===== src/rtl/parity_scan_ctrl_if.sv =====
// ============================================================================
// Module      : parity_scan_ctrl_if
// Description : Bundle between the parity scan controller and its
//               surroundings (ROM + lab-test top level).
//               master : the scan controller. It consumes start/num/parity_in
//                        and drives addr plus the result registers.
//               slave  : the ROM/top-level side.
// Signals     : start      scan request
//               num        ROM data for the current addr
//               parity_in  ROM stored parity bit for the current addr
//               addr       ROM address
//               busy       high while scanning
//               done       one-cycle result-valid pulse
//               err_count  number of failing entries
//               err_mask   per-entry failure flags
//               sum        unsigned sum of scanned data
// Revision    : 1.0 - initial release
// ============================================================================
`default_nettype none

interface parity_scan_ctrl_if #(
    parameter int ADDR_W = 3,
    parameter int DATA_W = 8
);
    logic                     start;
    logic [DATA_W-1:0]        num;
    logic                     parity_in;
    logic [ADDR_W-1:0]        addr;
    logic                     busy;
    logic                     done;
    logic [ADDR_W:0]          err_count;
    logic [(2**ADDR_W)-1:0]   err_mask;
    logic [DATA_W+ADDR_W-1:0] sum;

    modport master (
        input  start,
        input  num,
        input  parity_in,
        output addr,
        output busy,
        output done,
        output err_count,
        output err_mask,
        output sum
    );

    modport slave (
        output start,
        output num,
        output parity_in,
        input  addr,
        input  busy,
        input  done,
        input  err_count,
        input  err_mask,
        input  sum
    );
endinterface

`default_nettype wire


===== src/rtl/parity_scan_ctrl.sv =====
// ============================================================================
// Module      : parity_scan_ctrl
// Description : Address sequencer and checker for a parity-protected ROM.
//               On start, walks every address once, checks each entry's
//               stored even-parity bit against its data, counts/flags the
//               failing entries and accumulates the data sum. Results stay
//               readable after done until the next start or reset.
// Ports       : clk    rising-edge clock
//               reset  asynchronous, active-high reset
//               bus    parity_scan_ctrl_if.master (start, num, parity_in in;
//                      addr, busy, done, err_count, err_mask, sum out)
// Options     : `define STOP_ON_ERR_EN -> abort the scan at the first failing
//               entry; addr then holds the failing address.
// Revision    : 1.0 - initial release
// ============================================================================
`default_nettype none

module parity_scan_ctrl #(
    parameter int ADDR_W = 3,
    parameter int DATA_W = 8
) (
    input  wire                  clk,
    input  wire                  reset,
    parity_scan_ctrl_if.master   bus
);

    localparam int                 C_DEPTH    = 2**ADDR_W;
    localparam int                 C_SUM_W    = DATA_W + ADDR_W;
    localparam logic [ADDR_W-1:0]  C_LAST     = ADDR_W'(C_DEPTH - 1);

    typedef enum logic [1:0] {
        S_IDLE = 2'd0,
        S_SCAN = 2'd1,
        S_DONE = 2'd2
    } state_t;

    state_t                 r_state;
    state_t                 w_state_nxt;

    logic [ADDR_W-1:0]      r_addr,      w_addr_nxt;
    logic                   r_busy,      w_busy_nxt;
    logic                   r_done,      w_done_nxt;
    logic [ADDR_W:0]        r_err_count, w_err_count_nxt;
    logic [C_DEPTH-1:0]     r_err_mask,  w_err_mask_nxt;
    logic [C_SUM_W-1:0]     r_sum,       w_sum_nxt;

    // Even parity: an entry is good when its stored bit equals the XOR of
    // its data bits.
    logic                   w_fail;
    assign w_fail = (bus.parity_in != (^bus.num));

    // ------------------------------------------------------------------
    // State and result registers
    // ------------------------------------------------------------------
    always_ff @(posedge clk or posedge reset) begin
        if (reset) begin
            r_state     <= S_IDLE;
            r_addr      <= '0;
            r_busy      <= 1'b0;
            r_done      <= 1'b0;
            r_err_count <= '0;
            r_err_mask  <= '0;
            r_sum       <= '0;
        end else begin
            r_state     <= w_state_nxt;
            r_addr      <= w_addr_nxt;
            r_busy      <= w_busy_nxt;
            r_done      <= w_done_nxt;
            r_err_count <= w_err_count_nxt;
            r_err_mask  <= w_err_mask_nxt;
            r_sum       <= w_sum_nxt;
        end
    end

    // ------------------------------------------------------------------
    // Next-state and next-output logic. Everything holds by default so
    // results stay readable in IDLE; num/parity_in are only looked at
    // in SCAN.
    // ------------------------------------------------------------------
    always_comb begin
        w_state_nxt     = r_state;
        w_addr_nxt      = r_addr;
        w_busy_nxt      = r_busy;
        w_done_nxt      = 1'b0;
        w_err_count_nxt = r_err_count;
        w_err_mask_nxt  = r_err_mask;
        w_sum_nxt       = r_sum;

        case (r_state)
            S_IDLE: begin
                if (bus.start) begin
                    w_addr_nxt      = '0;
                    w_err_count_nxt = '0;
                    w_err_mask_nxt  = '0;
                    w_sum_nxt       = '0;
                    w_busy_nxt      = 1'b1;
                    w_state_nxt     = S_SCAN;
                end
            end

            S_SCAN: begin
                // Sum width leaves room for DEPTH full-scale values.
                w_sum_nxt = r_sum + {{ADDR_W{1'b0}}, bus.num};
                if (w_fail) begin
                    w_err_count_nxt         = r_err_count + (ADDR_W+1)'(1);
                    w_err_mask_nxt[r_addr]  = 1'b1;
                end
`ifdef STOP_ON_ERR_EN
                if (w_fail) begin
                    // Leave addr on the offending entry for inspection.
                    w_busy_nxt  = 1'b0;
                    w_done_nxt  = 1'b1;
                    w_state_nxt = S_DONE;
                end else begin
                    w_addr_nxt = r_addr + ADDR_W'(1);
                    if (r_addr == C_LAST) begin
                        w_busy_nxt  = 1'b0;
                        w_done_nxt  = 1'b1;
                        w_state_nxt = S_DONE;
                    end
                end
`else
                // Natural wrap brings addr back to 0 after the last entry.
                w_addr_nxt = r_addr + ADDR_W'(1);
                if (r_addr == C_LAST) begin
                    w_busy_nxt  = 1'b0;
                    w_done_nxt  = 1'b1;
                    w_state_nxt = S_DONE;
                end
`endif
            end

            S_DONE: begin
                // start is deliberately ignored here; a held start is
                // picked up on the following IDLE edge.
                w_state_nxt = S_IDLE;
            end

            default: begin
                w_state_nxt = S_IDLE;
                w_busy_nxt  = 1'b0;
            end
        endcase
    end

    assign bus.addr      = r_addr;
    assign bus.busy      = r_busy;
    assign bus.done      = r_done;
    assign bus.err_count = r_err_count;
    assign bus.err_mask  = r_err_mask;
    assign bus.sum       = r_sum;

endmodule

`default_nettype wire

===== src/flat_wrapper.sv =====
// flat-port wrapper written by rule: the top's interface ports become plain ports
module parity_scan_ctrl_flat 
#(
    parameter int ADDR_W = 3,
    parameter int DATA_W = 8
)
  (clk, reset, bus_start, bus_num, bus_parity_in, bus_addr, bus_busy, bus_done, bus_err_count, bus_err_mask, bus_sum);
  parity_scan_ctrl_if #(.ADDR_W(ADDR_W), .DATA_W(DATA_W)) bus_i ();
  input  wire clk;
  input  wire reset;
  input wire logic [$bits(bus_i.start)-1:0] bus_start;
  input wire logic [$bits(bus_i.num)-1:0] bus_num;
  input wire logic [$bits(bus_i.parity_in)-1:0] bus_parity_in;
  output wire logic [$bits(bus_i.addr)-1:0] bus_addr;
  output wire logic [$bits(bus_i.busy)-1:0] bus_busy;
  output wire logic [$bits(bus_i.done)-1:0] bus_done;
  output wire logic [$bits(bus_i.err_count)-1:0] bus_err_count;
  output wire logic [$bits(bus_i.err_mask)-1:0] bus_err_mask;
  output wire logic [$bits(bus_i.sum)-1:0] bus_sum;
  assign bus_i.start = bus_start;
  assign bus_i.num = bus_num;
  assign bus_i.parity_in = bus_parity_in;
  assign bus_addr = bus_i.addr;
  assign bus_busy = bus_i.busy;
  assign bus_done = bus_i.done;
  assign bus_err_count = bus_i.err_count;
  assign bus_err_mask = bus_i.err_mask;
  assign bus_sum = bus_i.sum;
  parity_scan_ctrl #(.ADDR_W(ADDR_W), .DATA_W(DATA_W)) u_core (.clk(clk), .reset(reset), .bus(bus_i));
endmodule

===== config.mk =====
export PLATFORM = sky130hd
export DESIGN_NAME = parity_scan_ctrl_flat
export DESIGN_NICKNAME = d
export VERILOG_FILES = /design/src/rtl/parity_scan_ctrl_if.sv /design/src/rtl/parity_scan_ctrl.sv /design/src/flat_wrapper.sv
export SDC_FILE = /design/constraint.sdc
export NUM_CORES = 1
export LEC_CHECK = 0
export CORE_MARGIN = 4
export CORE_UTILIZATION = 55
export CTS_BUF_LIST = sky130_fd_sc_hd__clkbuf_2 sky130_fd_sc_hd__clkbuf_4 sky130_fd_sc_hd__clkbuf_8
export DETAILED_ROUTE_END_ITERATION = 10
export GPL_ROUTABILITY_DRIVEN = 0
export PLACE_DENSITY = 0.95
export SKIP_CTS_REPAIR_TIMING = 1
export SYNTH_ARGS = -nofsm -noshare
export SYNTH_HDL_FRONTEND = slang
export SYNTH_SLANG_ARGS = --single-unit
export TNS_END_PERCENT = 30

===== constraint.sdc =====
create_clock -name clk -period 5.2 [get_ports clk]
set_input_delay 0.52 -clock clk [delete_from_list [all_inputs] [get_ports clk]]
set_output_delay 0.52 -clock clk [all_outputs]
set_load 0.01 [all_outputs]

Word level (Yosys, flattened, before mapping)
Index checks and enable logic that the tools add are counted.

Input bits: 12. Register bits after elaboration: 30. Output and inout port bits: 28.

Equal/unequal tests: 7. $add $sub $neg: 3. Bitwise gates (word level): 2. $lt $le $gt $ge: 2. Muxes and demuxes: 20. Reduce and logical (&&, ||, !) cells: 8.

Operators by type and width (number): case mux 11 bit (2 select lines) (1); 2-to-1 mux 8 bit (2); case mux 8 bit (2 select lines) (1); adder 11 x 8 -> 11 bit (1); 2-to-1 mux 11 bit (1); 2-to-1 mux 4 bit (2); OR 8 bit (1); case mux 4 bit (2 select lines) (1); XOR reduction 8 bit (1); case mux 3 bit (2 select lines) (1); AND reduction 3 bit (2); 2-to-1 mux 1 bit (5); adder 4 x 1 -> 4 bit, second input constant (1); less-than comparator 3 x 4 -> 1 bit, second input constant (1); 2-to-1 mux 2 bit (2); inequality test 2 x 1 -> 1 bit, second input constant (2); case mux 2 bit (2 select lines) (1); AND reduction 2 bit (2); adder 3 x 1 -> 3 bit, second input constant (1); demux 1 bit (select 3 bit) (1); == test 3 bit, second input constant (1); >= comparator 3 x 1 -> 1 bit, second input constant (1); 2-to-1 mux 3 bit (1); case mux 1 bit (3 select lines) (1); 8 further kinds (8).

Longest topological paths before layout
Gate-level depths: netlist of the first run.

Word-level depth: 7. Mapped depth: 7. Mapped depth without buffers: 7.

Least setup slack after synthesis of the first run
No wires, ideal clock.

Path kind: in2reg. Start: input port bus_num[0]. End: register u_core.r_sum[8], in the netlist u_core.bus.sum[8]. Buffers on the path: 0. Stages on the path: 7. Arrival: 1.921 ns. Path slack: 3.148 ns. Required time: 5.069 ns. Path through: ha_1 -> fa_1 -> a21oi_1 -> and4b_1 -> o21ai_0 -> a21oi_1 -> mux2i_1.

Cells in the longest elaborated chain, start to end: 2.

RTL lines: start, declared (line flat_wrapper.sv:12) `input wire logic [$bits(bus_i.num)-1:0] bus_num;`; adder 11 x 8 -> 11 bit (line parity_scan_ctrl.sv:103) `w_sum_nxt = r_sum + {{ADDR_W{1'b0}}, bus.num};`; case mux 11 bit (2 select lines) (line parity_scan_ctrl.sv:89) `case (r_state)`; end signal, assigned (line parity_scan_ctrl.sv:71) `r_sum <= w_sum_nxt;`; end, declared (line parity_scan_ctrl.sv:45) `logic [C_SUM_W-1:0] r_sum, w_sum_nxt;`.

No other way between the ends. A chain may end at the register's enable or synchronous reset.

Worst setup path after layout of the first run
Same ends and word-level chain as after synthesis.

==> impl_metrics.tcl, run 1 <==
set metrics [dict create \
    yosys.cell_types.count 35 \
    synth_fa_ha_area_share_pct 9.58 \
    drtPass1Iterations 4 \
    path_clk_slew_ps 100 \
    synth_top_family_by_area "compound AO/OA/AOI/OAI gates" \
    tightest_slew_ps 1130 \
    start_kind "primary input" \
    num_io_pins 40 \
    numCtsBuffers 5 \
    layout_common_cells "clkdlybuf4s50_1, dfrtp_1, nand2_1, o21ai_0, ha_1" \
    cp.arrival_ps 2570 \
    yosysTopAreaCellShare_pct 45.6 \
    start_util_pct 58.7 \
    drive_gt1_share_pct 7.00 \
    grt_pass1_vias 1438 \
    fin_ws_ps 2860 \
    synth_top_area_cell "dfrtp_1" \
    synth_top_cells_by_area "dfrtp_1, ha_1, o21ai_0" \
    grt_first_pass_wirelength_mm 6.58 \
    max_slew_margin_pct 24.3 \
    hold_viol_final 0 \
    ir_drop_mv 0.332 \
    reg2reg_depth 5 \
    period_needed_ps 2340 \
    clock_skew_ps 7.84 \
    avgSynthCellArea_um2 10.5 \
    cp_max_fo 3 \
    synthSimpleGateAreaFrac_pct 12.4 \
    track_usage_pct 21.3 \
    cts_root_buf "clkbuf_4" \
    power_mw 1.36 \
    rows 19 \
    fin_cells 231 \
    post-route-cell-area_um2 2150 \
    hold-worst-slack_ps 487 \
    clock_latency_ps 340 \
    utilization_pct 76.6 \
    synth_compound_area_share_pct 19.2 \
    postSynthCellCount 156 \
    num_antenna_cells 0 \
    fmax_mhz 427 \
    ys_warn_count 0 \
    portBuffers 39 \
    route.detailed.drc 0 \
    nets 223 \
    clock_sinks 30 \
    core_area_um2 2810 \
    fin_crit_sh_pct 45.1 \
    via_count 1377 \
    grt_max_degree 31 \
    die_y_um 62.7 \
    viasPerCell 5.96 \
    p_per_area_nw_per_um2 633 \
    place_hpwl_mm 2.75 \
    syn-cell-area_um2 1650 \
    synth_seq_cells 30 \
    power_leakage_nw 0.993 \
    drt-total-wl_mm 3.76 \
    required_ps 5430 \
    synth_fp_nets 180 \
    overflow 0 \
    drv_cap 0 \
    pre_cts_ws_ps 2520 \
    drt_iter0_drc 77 \
    status "finished, final reports clean" \
    final_common_cell "clkdlybuf4s50_1" \
    dp_cells 223 \
    drtAntennaViolNets 0 \
    setup_viol 0 \
    fillers 205 \
    wl_per_cell_um 16.3 \
    slew_viol_final 0 \
    timing.setup.tns_ps 0 \
    antenna_found_initial 0 \
    area_growth_syn_to_layout_pct 30.6 \
    rsz0062_at_grt "no" \
    synth.mux.area_fraction_pct 3.80 \
    synthXorXnorAreaFrac_pct 6.62 \
    cts_tree "yes" \
    h-tree-depth 2 \
    cts_buffer_depth 2 \
    cp-end-kind "register" \
    dieArea_um2 3930 \
    critPathKind "in -> reg" \
    hold_depth 1 \
    die_w_um 62.7 \
    yosysSeqAreaShare_pct 45.6 \
    hold_path_class "reg -> reg" \
    placed_cell_area_um2 2070 \
]
-- state kept, by name, indices dropped and copies added (netlist names) --
signal / count
u_core.bus.err_count: 4
u_core.bus.addr: 3
u_core.r_state: 2
u_core.bus.done: 1
u_core.bus.sum: 11
u_core.bus.busy: 1
u_core.bus.err_mask: 8
-- report_power, final --
group          leakage (nW)  total [mW]  switching [mW]  internal (mW)
clock network        0.0419       0.194          0.0873          0.107
logic                 0.575       0.728           0.346          0.382
registers             0.377       0.440           0.101          0.338
total                 0.993        1.36           0.535          0.826
-- cell type report --
cell class	count	area, um2	area share (%)
Multi-Input combinational cell	114	850	39.5
Sequential cell	30	751	34.9
Timing Repair Buffer	40	398	18.5
Clock buffer	6	45.0	2.10
Tap cell	31	38.8	1.80
Clock inverter	2	37.5	1.75
Inverter	8	30.0	1.40
-- synth_stat cells --
cell type / number
clkbuf_1: 4
nor2b_1: 3
o21ai_0: 13
fa_1: 1
a21oi_1: 8
nor3_1: 2
nand2_1: 17
inv_1: 8
nand3_1: 4
ha_1: 11
and4b_1: 1
nand3b_1: 1
o2111ai_1: 1
a21o_1: 6
nor3b_1: 1
nand2b_1: 1
a31o_2: 1
a221o_1: 1
xnor2_1: 4
o31ai_1: 4
mux2i_1: 4
xor3_1: 1
mux2i_4: 1
a311oi_1: 1
dfrtp_1: 30
o211ai_1: 1
or2_2: 1
and2_1: 3
xor2_1: 3
xnor3_2: 1
a32o_1: 4
nor2_1: 6
nor2_2: 1
nand4_1: 1
a22o_1: 6
-- final timing paths --
path / start / to / slack (ps)
setup / recovery: bus_num[0] / u_core.bus.sum[8] / 2860
hold / removal: u_core.bus.sum[10] / u_core.bus.sum[10] / 490
setup reg to reg: u_core.r_state[0] / u_core.bus.err_mask[3] / 3030
hold reg to reg: u_core.bus.sum[10] / u_core.bus.sum[10] / 490
max in group asynchronous: reset / u_core.bus.sum[1] / 3750
min in group asynchronous: reset / u_core.bus.err_mask[4] / 760
-- critical path: stages --
cell and delay (ps):
clkdlybuf4s50_1 450, ha_1 230, fa_1 400, a21oi_1 210, and4b_1 240, o21ai_0 260
a21oi_1 130, mux2i_1 130
-- kinds of logic (layout without fill, tap and decap cells) --
group / count (synthesis) / after routing
AOI/OAI and AO/OA: 46 / 46
and+or+nand+nor: 42 / 42
DFF: 30 / 30
adders and majority gates: 12 / 12
buffers and inverters: 12 / 56
xor gates and xnor gates: 9 / 9
muxes: 5 / 5
-- layer usage --
layer  track usage (%)  routed length (um)  vias to the layer above
met1              25.5                1710                      662
li1                  -                   -                      652
met5                 0                   0                        -
met2              34.0                1730                       55
met4              9.09                  71                        0
met3              8.45                 250                        8
Note: power is estimated with default switching activity, not from simulation.
==> inputs of run 2 (changes only) <==
CORE_UTILIZATION = 46   (was 55)
PLACE_DENSITY = 0.89   (was 0.95)
clock period = 2.03 ns   (was 5.2 ns; I/O delays follow)
==> run 2 against run 1 <==
Net effect: via count grew 3.5%; hold slack lost 270 ps; setup slack worse by 2700 ps; largest cell class unchanged; highest routed layer unchanged.
==> impl_metrics.tcl, run 2 (synthesis gave the netlist of run 1 again) <==
set metrics [dict create \
    status "finished, final reports clean" \
    cp.arrival_ps 2150 \
    reg2reg_from "u_core.bus.sum[1]" \
    fillers 261 \
    numCtsBuffers 5 \
    required_ps 2260 \
    die_w_um 67.8 \
    core_area_um2 3390 \
    slew_viol_final 0 \
    num_antenna_cells 0 \
    placed_cell_area_um2 2230 \
    period_needed_ps 1920 \
    utilization_pct 68.7 \
    overflow 0 \
    clock_sinks 30 \
    reg2reg_to "u_core.bus.sum[7]" \
    hold_viol_final 0 \
    clock_skew_ps 18.5 \
    max_slew_margin_pct 69.3 \
    fin_cells 265 \
    wl_per_cell_um 14.3 \
    path_clk_slew_ps 110 \
    clock_latency_ps 340 \
    start_kind "register" \
    num_io_pins 40 \
    largest_reg_flops 11 \
    power_leakage_nw 1.09 \
    place_hpwl_mm 2.70 \
    cts_buffer_depth 2 \
    drtPass1Iterations 4 \
    start_util_pct 48.5 \
    ff2ff_setup_slack_ps 110 \
    grt_first_pass_wirelength_mm 6.43 \
    drtAntennaViolNets 0 \
    portBuffers 39 \
    cts_root_buf "clkbuf_4" \
    drive_gt1_share_pct 17.4 \
    drv_cap 0 \
    antenna_found_initial 0 \
    final_common_cell "clkdlybuf4s50_1" \
    drt_iter0_drc 46 \
    area_growth_syn_to_layout_pct 41.6 \
    drt-total-wl_mm 3.80 \
    setup_viol 0 \
    ir_drop_mv 0.811 \
    reg2reg_depth 6 \
    tightest_slew_ps 456 \
    dieArea_um2 4600 \
    cp_max_fo 4 \
    nets 242 \
    critPathKind "reg -> reg" \
    route.detailed.drc 0 \
    rsz0062_at_grt "no" \
    cp-end-kind "register" \
    rows 21 \
    viasPerCell 5.38 \
    die_y_um 67.8 \
    hold_path_class "in -> async" \
    grt_max_degree 31 \
    layout_common_cells "clkdlybuf4s50_1, dfrtp_1, buf_4, nand2_1, o21ai_0" \
    grt_pass1_vias 1419 \
    p_per_area_nw_per_um2 1600 \
    track_usage_pct 19.1 \
    fin_crit_sh_pct 94.5 \
    post-route-cell-area_um2 2330 \
    dp_cells 257 \
    hold-worst-slack_ps 220 \
    cts_tree "yes" \
    h-tree-depth 2 \
    via_count 1425 \
    fmax_mhz 521 \
]
[run 2: worst max path at each step]
stage                    endpoint  slack [ps]         startpoint
6_report        u_core.bus.sum[7]         110  u_core.bus.sum[1]
5_1_grt         u_core.bus.sum[6]          30  u_core.bus.sum[0]
4_1_cts         u_core.bus.sum[8]         -90  u_core.bus.sum[0]
3_5_place_dp   u_core.bus.sum[10]        -380         bus_num[0]
3_3_place_gp   u_core.bus.sum[10]        -270         bus_num[0]
2_1_floorplan   u_core.bus.sum[8]          50  u_core.bus.sum[0]
[run 2: critical path: stages (launching register included)]
cell and delay, ps:
dfrtp_1 440, ha_1 320, a21o_1 210, a21oi_2 170
o211ai_1 140, a31o_2 260, a221o_1 290
[run 2: layout make-up]
cell class                 count  area [um2]  area share, %
clock buffer                   7        52.6           2.26
tap                           46        57.6           2.47
inverter                       8        30.0           1.29
sequential                    30         751           32.2
timing repair buffer          59         541           23.2
multi-input combinational    114         868           37.3
clock inverter                 1        30.0           1.29
[run 2: per-stage QoR]
step | total power, mW | setup slack [ps] | setup TNS (ps)
2_1_floorplan | 2.21 | 45.2 | 0
3_3_place_gp | 3.11 | -269 | -1820
3_5_place_dp | 3.18 | -384 | -2470
4_1_cts | 3.70 | -90.1 | -220
5_1_grt | 4.02 | 29.6 | 0
6_report | 3.72 | 112 | 0
[run 2: report_power, final]
part	leakage, nW	switching, mW	internal, mW	total [mW]
registers	0.377	0.258	0.867	1.12
logic	0.667	0.940	1.16	2.10
clock network	0.0463	0.208	0.288	0.496
total	1.09	1.41	2.32	3.72
[run 2: routing by layer]
metal  share of wire, %  vias to the layer above  GRT usage [%]
li1                   -                      689              -
met4                1.8                        0           7.69
met5                  0                        -              0
met2                 48                       49           31.3
met3                6.5                        8           6.82
met1                 44                      679           22.9
==> inputs of run 3 (changes only) <==
--- a/config.mk
+++ b/config.mk
@@ -14,2 +14,3 @@
 export SKIP_CTS_REPAIR_TIMING = 1
+export SLEW_MARGIN = 20
 export SYNTH_ARGS = -nofsm -noshare
--- a/constraint.sdc
+++ b/constraint.sdc
@@ -3,2 +3,2 @@
 set_output_delay 0.203 -clock clk [all_outputs]
-set_load 0.01 [all_outputs]
+set_load 0.1 [all_outputs]
==> run 3 against run 2 <==
Net effect: via count decreased by 5.3%; sequential share of layout area increased by 2.3 points; first-iteration DRC count grew 28%; routed wire length decreased by 8.0%; register-to-register slack worse by 20 ps; critical path depth unchanged; fmax shrank 1.2%; clock-buffer cell count unchanged; utilization decreased by 3.4 points; setup slack worse by 23 ps; cell count is 2.3% lower.
==> impl_metrics.tcl, run 3 (synthesis gave the netlist of run 1 again) <==
set metrics [dict create \
    drt_iter0_drc 59 \
    area_growth_syn_to_layout_pct 34.7 \
    numCtsBuffers 5 \
    top_layer_used "met4" \
    final_common_cell "buf_4" \
    drtPass1Iterations 4 \
    viasPerCell 5.21 \
    fin_crit_sh_pct 95.6 \
    via_count 1349 \
    wl_met1_mm 1.63 \
    path_clk_slew_ps 90 \
    wl_per_cell_um 13.5 \
    drt-total-wl_mm 3.49 \
    routed-wl-met3_um 237 \
    rsz0062_at_grt "yes" \
    met2WireLength_mm 1.58 \
    cp.arrival_ps 2170 \
    pre_cts_ws_ps -170 \
    cts_root_buf "clkbuf_4" \
    grt_max_degree 31 \
    fmax_mhz 515 \
    fillers 286 \
    die_w_um 67.8 \
    track_usage_pct 17.6 \
    cp_max_fo 4 \
    start_util_pct 48.5 \
    hold_path_class "in -> async" \
    place_hpwl_mm 2.64 \
    start_kind "register" \
    hold-worst-slack_ps 226 \
    core_area_um2 3390 \
    grt_first_pass_wirelength_mm 5.84 \
    clock_latency_ps 340 \
    fin_ws_ps 89.4 \
    grt_pass1_vias 1282 \
    cp-end-kind "register" \
    tightest_slew_ps 472 \
    drv_cap 0 \
    nets 237 \
    rows 21 \
    status "finished, final reports clean" \
    largest_reg_flops 11 \
    route.detailed.drc 0 \
    h-tree-depth 2 \
    required_ps 2260 \
    dieArea_um2 4600 \
    slew_viol_final 0 \
    setup_viol 0 \
    overflow 0 \
    critPathKind "reg -> reg" \
    num_io_pins 40 \
    drive_gt1_share_pct 31.9 \
    period_needed_ps 1940 \
    num_antenna_cells 0 \
    dp_cells 252 \
    fin_cells 259 \
    layout_common_cells "buf_4, dfrtp_1, nand2_1, o21ai_0, clkdlybuf4s50_1" \
    antenna_found_initial 0 \
    hold_viol_final 0 \
    cts_tree "yes" \
    max_slew_margin_pct 68.2 \
    cts_buffer_depth 2 \
    clock_sinks 30 \
    portBuffers 39 \
    utilization_pct 65.4 \
    drtAntennaViolNets 0 \
    ff2ff_setup_slack_ps 90 \
    clock_skew_ps 8.46 \
    die_y_um 67.8 \
]
==> run 3: changes by cell type in the layout (fill, tap and decap cells not counted), sizes merged <==
| cell | previous run | this run |
|---|---|---|
| bufinv | 1 | 0 |
| clkdlybuf4s50 | 39 | 11 |
| buf | 20 | 43 |
==> run 3: area by class of cell <==
type                            count  area [um2]  area share [%]
Timing Repair Buffer               54         433            19.5
Inverter                            8        30.0            1.36
Sequential cell                    30         764            34.5
Tap cell                           46        57.6            2.60
Clock buffer                        7        52.6            2.37
Multi-Input combinational cell    114         878            39.6
==> run 3: path summary, 6_finish.rpt <==
kind,startpoint,to,cells past startpoint
max,u_core.bus.sum[1],u_core.bus.sum[7],6
min,reset,u_core.bus.sum[10],3
max reg2reg,u_core.bus.sum[1],u_core.bus.sum[7],6
min reg2reg,u_core.bus.sum[10],u_core.bus.sum[10],1
max in group asynchronous,reset,u_core.bus.sum[0],3
min in group clk,u_core.bus.sum[10],u_core.bus.sum[10],1
==> run 3: per-layer routing <==
metal  vias up  track usage, %
met5         -               0
met4         0            9.68
met3         6            4.33
met2        33            27.8
met1       628            22.0
li1        682               -
==> run 3: per-stage QoR <==
step | cell area (um2) | setup TNS [ps]
6_report | 2220 | 0
5_1_grt | 2220 | -1.72
4_1_cts | 2210 | 0
3_5_place_dp | 2160 | -1440
3_3_place_gp | 2160 | -1200
2_1_floorplan | 1680 | -197
==> run 3: critical path, cell delays in order (launching register included) <==
cell	delay (ps)
dfrtp_4	510
ha_1	290
a21o_1	190
a21oi_2	150
o211ai_1	130
a31o_2	260
a221o_1	300
Power of run 3 is left out: the tool's default activity adds up to more than one toggle a clock period on the data nets, which glitch-free logic cannot reach.
